[src/rtl/uart_rx_cfg.sv]
// Configurable UART receiver: 5..9 data bits, optional even/odd parity, 1 or 2 stop bits.
// Define UART_RX_MAJORITY_EN to take each bit as a 2-of-3 vote around the bit centre.
module uart_rx_cfg #(
  parameter int CLOCK_SPEED = 100_000_000,
  parameter int BAUD_RATE   = 9600,
  parameter int DATA_BITS   = 8,
  parameter int PARITY_MODE = 0,
  parameter int STOP_BITS   = 1
) (
  input  logic                 clk,
  input  logic                 rst_n,
  input  logic                 rx_data_in,
  output logic [DATA_BITS-1:0] rx_byte,
  output logic                 rx_valid,
  output logic                 parity_err,
  output logic                 frame_err,
  output logic                 rx_break,
  output logic                 rx_busy
);

  localparam int CLK_PER_BIT = CLOCK_SPEED / BAUD_RATE;
  localparam int CW = $clog2(CLK_PER_BIT);
  localparam int IW = $clog2(DATA_BITS);
  localparam logic [CW-1:0] CNT_MID  = CW'((CLK_PER_BIT - 1) / 2);
  localparam logic [CW-1:0] CNT_LAST = CW'(CLK_PER_BIT - 1);
  localparam logic [IW-1:0] IDX_LAST = IW'(DATA_BITS - 1);
  localparam logic          STOP_LAST = 1'(STOP_BITS == 2);

  typedef enum logic [2:0] {IDLE, START, DATA, PARITY, STOP, DONE} state_t;

  state_t                 state;
  logic                   sync1, line_s, h0;
  logic                   armed;
  logic [CW-1:0]          cnt;
  logic [IW-1:0]          idx;
  logic                   stop_idx;
  logic [DATA_BITS-1:0]   data_sh;
  logic                   perr_sh, ferr_sh, zero_sh, last_stop;
  logic                   sample;
  logic                   tick;

  // h0 is line_s one clock late, so the decision clock sees centre-1/centre/centre+1
  // as h1/h0/line_s and both builds decide on the same clock.
  always_ff @(posedge clk or negedge rst_n) begin
    if (!rst_n) begin
      sync1  <= 1'b1;
      line_s <= 1'b1;
      h0     <= 1'b1;
    end else begin
      sync1  <= rx_data_in;
      line_s <= sync1;
      h0     <= line_s;
    end
  end

`ifdef UART_RX_MAJORITY_EN
  logic h1;
  always_ff @(posedge clk or negedge rst_n) begin
    if (!rst_n) h1 <= 1'b1;
    else        h1 <= h0;
  end
  assign sample = (h1 & h0) | (h1 & line_s) | (h0 & line_s);
`else
  assign sample = h0;
`endif

  assign tick = (cnt == CNT_LAST);

  always_ff @(posedge clk or negedge rst_n) begin
    if (!rst_n) begin
      state      <= IDLE;
      armed      <= 1'b0;
      cnt        <= '0;
      idx        <= '0;
      stop_idx   <= 1'b0;
      data_sh    <= '0;
      perr_sh    <= 1'b0;
      ferr_sh    <= 1'b0;
      zero_sh    <= 1'b0;
      last_stop  <= 1'b0;
      rx_byte    <= '0;
      rx_valid   <= 1'b0;
      parity_err <= 1'b0;
      frame_err  <= 1'b0;
      rx_break   <= 1'b0;
      rx_busy    <= 1'b0;
    end else begin
      rx_valid <= 1'b0;
      case (state)
        IDLE: begin
          cnt      <= '0;
          idx      <= '0;
          stop_idx <= 1'b0;
          if (line_s) begin
            armed <= 1'b1;
          end else if (armed) begin
            state   <= START;
            rx_busy <= 1'b1;
          end
        end
        START: begin
          if (cnt == CNT_MID) begin
            cnt <= '0;
            if (!sample) begin
              state   <= DATA;
              data_sh <= '0;
              perr_sh <= 1'b0;
              ferr_sh <= 1'b0;
              zero_sh <= 1'b1;
            end else begin
              state   <= IDLE;
              rx_busy <= 1'b0;
            end
          end else begin
            cnt <= cnt + 1'b1;
          end
        end
        DATA: begin
          if (tick) begin
            cnt          <= '0;
            data_sh[idx] <= sample;
            zero_sh      <= zero_sh & ~sample;
            if (idx == IDX_LAST) begin
              idx   <= '0;
              state <= (PARITY_MODE != 0) ? PARITY : STOP;
            end else begin
              idx <= idx + 1'b1;
            end
          end else begin
            cnt <= cnt + 1'b1;
          end
        end
        PARITY: begin
          if (tick) begin
            cnt     <= '0;
            perr_sh <= (PARITY_MODE == 1) ? (^data_sh ^ sample) : ~(^data_sh ^ sample);
            zero_sh <= zero_sh & ~sample;
            state   <= STOP;
          end else begin
            cnt <= cnt + 1'b1;
          end
        end
        STOP: begin
          if (tick) begin
            cnt       <= '0;
            last_stop <= sample;
            zero_sh   <= zero_sh & ~sample;
            if (!sample) ferr_sh <= 1'b1;
            if (stop_idx == STOP_LAST) begin
              stop_idx <= 1'b0;
              state    <= DONE;
            end else begin
              stop_idx <= 1'b1;
            end
          end else begin
            cnt <= cnt + 1'b1;
          end
        end
        DONE: begin
          // A low final stop bit disarms so a held-low line is not taken as a new start.
          rx_valid   <= 1'b1;
          rx_busy    <= 1'b0;
          rx_byte    <= data_sh;
          parity_err <= (PARITY_MODE != 0) & perr_sh;
          frame_err  <= ferr_sh;
          rx_break   <= zero_sh;
          armed      <= last_stop;
          state      <= IDLE;
        end
        default: state <= IDLE;
      endcase
    end
  end

endmodule

[config.mk]
export PLATFORM = sky130hd
export DESIGN_NAME = uart_rx_cfg
export DESIGN_NICKNAME = d
export VERILOG_FILES = /design/src/rtl/uart_rx_cfg.sv
export SDC_FILE = /design/constraint.sdc
export NUM_CORES = 1
export LEC_CHECK = 0
export CORE_UTILIZATION = 46
export DETAILED_ROUTE_END_ITERATION = 6
export GPL_TIMING_DRIVEN = 0
export PLACE_DENSITY = 0.68
export SKIP_CTS_REPAIR_TIMING = 1
export SKIP_LAST_GASP = 1
export SYNTH_ARGS = -nofsm -noshare
export SYNTH_HDL_FRONTEND = slang
export SYNTH_SLANG_ARGS = --single-unit
[constraint.sdc]
create_clock -name clk -period 2.45 [get_ports clk]
set_input_delay 0.6125 -clock clk [delete_from_list [all_inputs] [get_ports clk]]
set_output_delay 0.6125 -clock clk [all_outputs]
set_load 0.01 [all_outputs]
* After elaboration in Yosys (flattened, before gate mapping) *
Cells that the tools add are included.

word-level totals
  word-level logic and storage cells = 106
  register bits = 48
  output and inout bits = 13
  input bits = 3

cells by class
  bitwise logic cells = 2
  multiplexer cells = 42
  $lt $le $gt $ge = 2
  add/subtract/negate cells = 2
  reduce and logical (&&, ||, !) cells = 20
  equal/unequal tests = 21

operators by type and width
  operator                                                     number
  case mux 14 bit (3 select lines)                             1
  2-to-1 mux 3 bit                                             10
  2-to-1 mux 14 bit                                            2
  2-to-1 mux 8 bit                                             3
  != test 2 bit (second input constant)                        12
  case mux 8 bit (2 select lines)                              1
  2-to-1 mux 1 bit                                             15
  case mux 3 bit (5 select lines)                              1
  adder 14 x 1 -> 14 bit (second input constant)               1
  equality test 14 x 13 -> 1 bit (second input constant)       1
  equality test 14 bit (second input constant)                 1
  nonzero test 2 bit                                           6
  AND reduction 5 bit                                          2
  equality test 3 bit (second input constant)                  3
  bitwise mux 8 bit                                            1
  case mux 1 bit (2 select lines)                              4
  AND reduction 2 bit                                          4
  AND reduction 4 bit                                          2
  AND reduction 8 bit                                          1
  equality test 3 x 2 -> 1 bit (second input constant)         2
  case mux 3 bit (2 select lines)                              1
  nonzero test 3 bit                                           2
  less-than comparator 3 x 4 -> 1 bit (second input constant)  1
  adder 3 x 1 -> 3 bit (second input constant)                 1
  other kinds (11)                                             11

* Longest topological paths before layout *
  word-level depth = 7
  gate-level depth with buffers = 7
  gate-level depth less buffers = 6

* Least setup slack after synthesis *
Ideal clock, no wire load.

  path type = reg2reg
  from = reg cnt[4]
  to = reg cnt[7]
  required time = 2.328 ns
  cell stages (with the launch flop) = 7
  arrival time = 2.029 ns
  buffers on the path = 1
  setup time = 0.122 ns
  path slack = 0.299 ns
  period minus slack after synthesis = 2.151 ns
  cells stage by stage = dfrtp_1 -> or4b_4 -> nor4_4 -> o2bb2ai_2 -> or2_1 -> buf_6 -> a32o_1

between the ends
  longest elaborated chain between the ends = 3

ends and longest elaborated chain
  element                                               RTL line  source
  start, declared                                       34        logic [CW-1:0] cnt;
  start signal, assigned                                115       cnt <= cnt + 1'b1;
  start signal, assigned                                130       cnt <= cnt + 1'b1;
  start signal, assigned                                140       cnt <= cnt + 1'b1;
  adder 14 x 1 -> 14 bit, or another cell as far along  -
  2-to-1 mux 14 bit, on equally long branches           -
  case mux 14 bit (3 select lines) *                    89        case (state)

Every way passes the cells marked *; elsewhere a longest branch is shown, timed or not.
A chain may end at the register's enable or synchronous reset.

* Worst setup path after layout *
  from = reg cnt[3]
  to = reg cnt[7]

The elaborated chain is that of the path after synthesis.

==> flow_metrics.tcl <==
set metrics [dict create \
    startpoint "cnt[3]" \
    grt_max_degree 29 \
    place_inst 357 \
    track_usage_pct 22.0 \
    synth_area_leader_cell "dfrtp_1" \
    crit_type "reg -> reg" \
    synth_edf_count 0 \
    clk_latency_ns 0.30 \
    ys_types 54 \
    fill_cells 499 \
    setup_viol 0 \
    antenna_cells 0 \
    cts_max_level 2 \
    p_leak_nw 1.29 \
    fmax_mhz 434 \
    cp-start-kind "flip-flop" \
    finalHoldViolations 0 \
    synth_ff_type "dfrtp_1" \
    max_slew.worst_pin.slew_ns 0.588 \
    synth_area_leaders "dfrtp_1 (44%), o21ai_0 (5.0%), mux2_2 (4.4%)" \
    rsz0062_at_grt "no" \
    antenna_found_initial 0 \
    rows 26 \
    numPortBuffers 14 \
    synth_area_per_cell_sq_um 9.50 \
    ys_seq_elements 48 \
    ant_nets 0 \
    fin_util_pct 56.1 \
    firstDrtPassIters 5 \
    clk_pin_slew_ns 0.08 \
    synth_area_sq_um 2580 \
    grt_overflow 0 \
    wirelength_microns 5810 \
    drc 0 \
    synth_seq_area_share_pct 46.6 \
    final_net_count 301 \
    r2r-start "cnt[3]" \
    io-pin-count 16 \
    skew_ns 0.0104 \
    fin_crit_ns 2.31 \
    core-area_sq_um 5270 \
    arrival_ns 2.50 \
    vias 2186 \
    grt_pass1_wl_microns 10100 \
    syn_nets 278 \
    cts_sinks 48 \
    cp-end-kind "flip-flop" \
    via_per_inst 5.97 \
    gp_congestion 0.859 \
    cts_tree "built" \
    routedWlPerCell_microns 15.9 \
    synth_cells 272 \
    slew_headroom_pct 60.8 \
    async_reset_ff_share_pct 100 \
    drv_slew 0 \
    required_ns 2.64 \
    hold_ws_ns 0.266 \
    first_iter_violations 202 \
    period_share_pct 94.1 \
    die_x_microns 77.0 \
    vdd_drop_max_mv 0.341 \
    fp.dieArea_sq_um 5920 \
    crit_fanout 10 \
    die_height_microns 77.0 \
    syn_to_final_growth_pct 14.5 \
    cts_buffer_depth 2 \
    synth_warnings 0 \
    dp_hpwl_microns 4100 \
    yosys.area.top_type_share_pct 43.6 \
    grt_pass1_vias 2022 \
    power.density_nw_per_um2 655 \
    cts_made_buffers 5 \
    min_path_type "in -> async" \
    max_cap_viol_count 0 \
    initial_utilization_pct 49.1 \
    synth_most_common_cell "dfrtp_1" \
    drive_above_1_share_pct 12.8 \
    fin_cells 366 \
    synthTopCellsByCount "dfrtp_1 (45), o21ai_0 (26), nor2_1 (25), a21oi_1 (22), nand2_1 (19)" \
    status "finished clean" \
    cts_root_buf "clkbuf_8" \
]
[cell type report]
cell class	instances	area (sq um)	area share [%]
Clock inverter	1	30.0	1.01
Buffer	18	81.3	2.75
Inverter	4	15.0	0.507
Timing Repair Buffer	16	163	5.50
Clock buffer	7	76.3	2.58
Multi-Input combinational cell	202	1300	44.0
Sequential cell	48	1200	40.7
Tap cell	70	87.6	2.96
[state kept, by name, indices dropped and copies added, names as in the netlist]
| name | cells |
|---|---|
| armed | 1 |
| cnt | 14 |
| data_sh | 8 |
| ferr_sh | 1 |
| frame_err | 1 |
| h0 | 1 |
| idx | 3 |
| last_stop | 1 |
| line_s | 1 |
| rx_break | 1 |
| rx_busy | 1 |
| rx_byte | 8 |
| rx_valid | 1 |
| state | 3 |
| stop_idx | 1 |
| sync1 | 1 |
| zero_sh | 1 |
[power breakdown]
| part | total (W) | leakage, nW | switching [W] | internal, W |
|---|---|---|---|---|
| sequential | 0.000856 | 0.646 | 0.0000286 | 0.000827 |
| clock | 0.000563 | 0.0524 | 0.000257 | 0.000306 |
| combinational | 0.000521 | 0.587 | 0.000344 | 0.000177 |
| total | 0.00194 | 1.29 | 0.000630 | 0.00131 |
[layout by cell type (no fill, tap or decap), types with 8 or more instances in the layout]
cell             count
a21oi_1             22
a22o_1               9
clkbuf_1            15
clkdlybuf4s50_1     13
dfrtp_1             45
mux2_2              10
nand2_1             19
nand3_1              9
nor2_1              23
nor3_1               8
o21ai_0             26
[worst paths after layout]
check / endpoint / slack, ns / cells past startpoint
min in group clk: line_s / 0.36 / 0
max in group asynchronous: sync1 / 1.59 / 2
worst max register to register: cnt[7] / 0.14 / 7
worst min-delay path: cnt[10] / 0.27 / 1
worst max-delay path: cnt[7] / 0.14 / 7
worst min register to register: line_s / 0.36 / 0
[critical path, cell delays in order, from the launching register on]
cell and delay [ns]:
dfrtp_1 0.37, clkbuf_1 0.21, nor4b_1 0.39, a41oi_2 0.29, o2bb2ai_2 0.29, or2_1 0.26
buf_6 0.14, a32o_1 0.24
[metal layers]
layer	part of all wire [%]	GRT usage, %
met2	45	32.6
met5	0	0
met4	1.2	7.12
met3	6.1	4.05
met1	48	32.2
[metrics by stage]
step                      TNS, ns  instance area [sq um]  setup WS (ns)  power [W]
final                           0                   2960          0.144    0.00194
after detailed placement  -0.0801                   2830        -0.0417    0.00138
after global routing            0                   2960         0.0393    0.00206
after global placement     -28.39                   2810         -0.622    0.00136
after CTS                  -0.144                   2930        -0.0618    0.00195
after floorplan                 0                   2580          0.299    0.00123
[logic make-up after synthesis]
kind of cell    count (synthesis)  share of synthesized area, %
buf+inv                        22                          3.73
compound gates                 81                          20.2
other cells                     1                         0.145
mux                            12                          5.13
flops                          48                          46.6
simple gates                  105                          22.7
fa+ha+maj                       3                          1.45
Note: power is estimated with default switching activity, not from simulation.
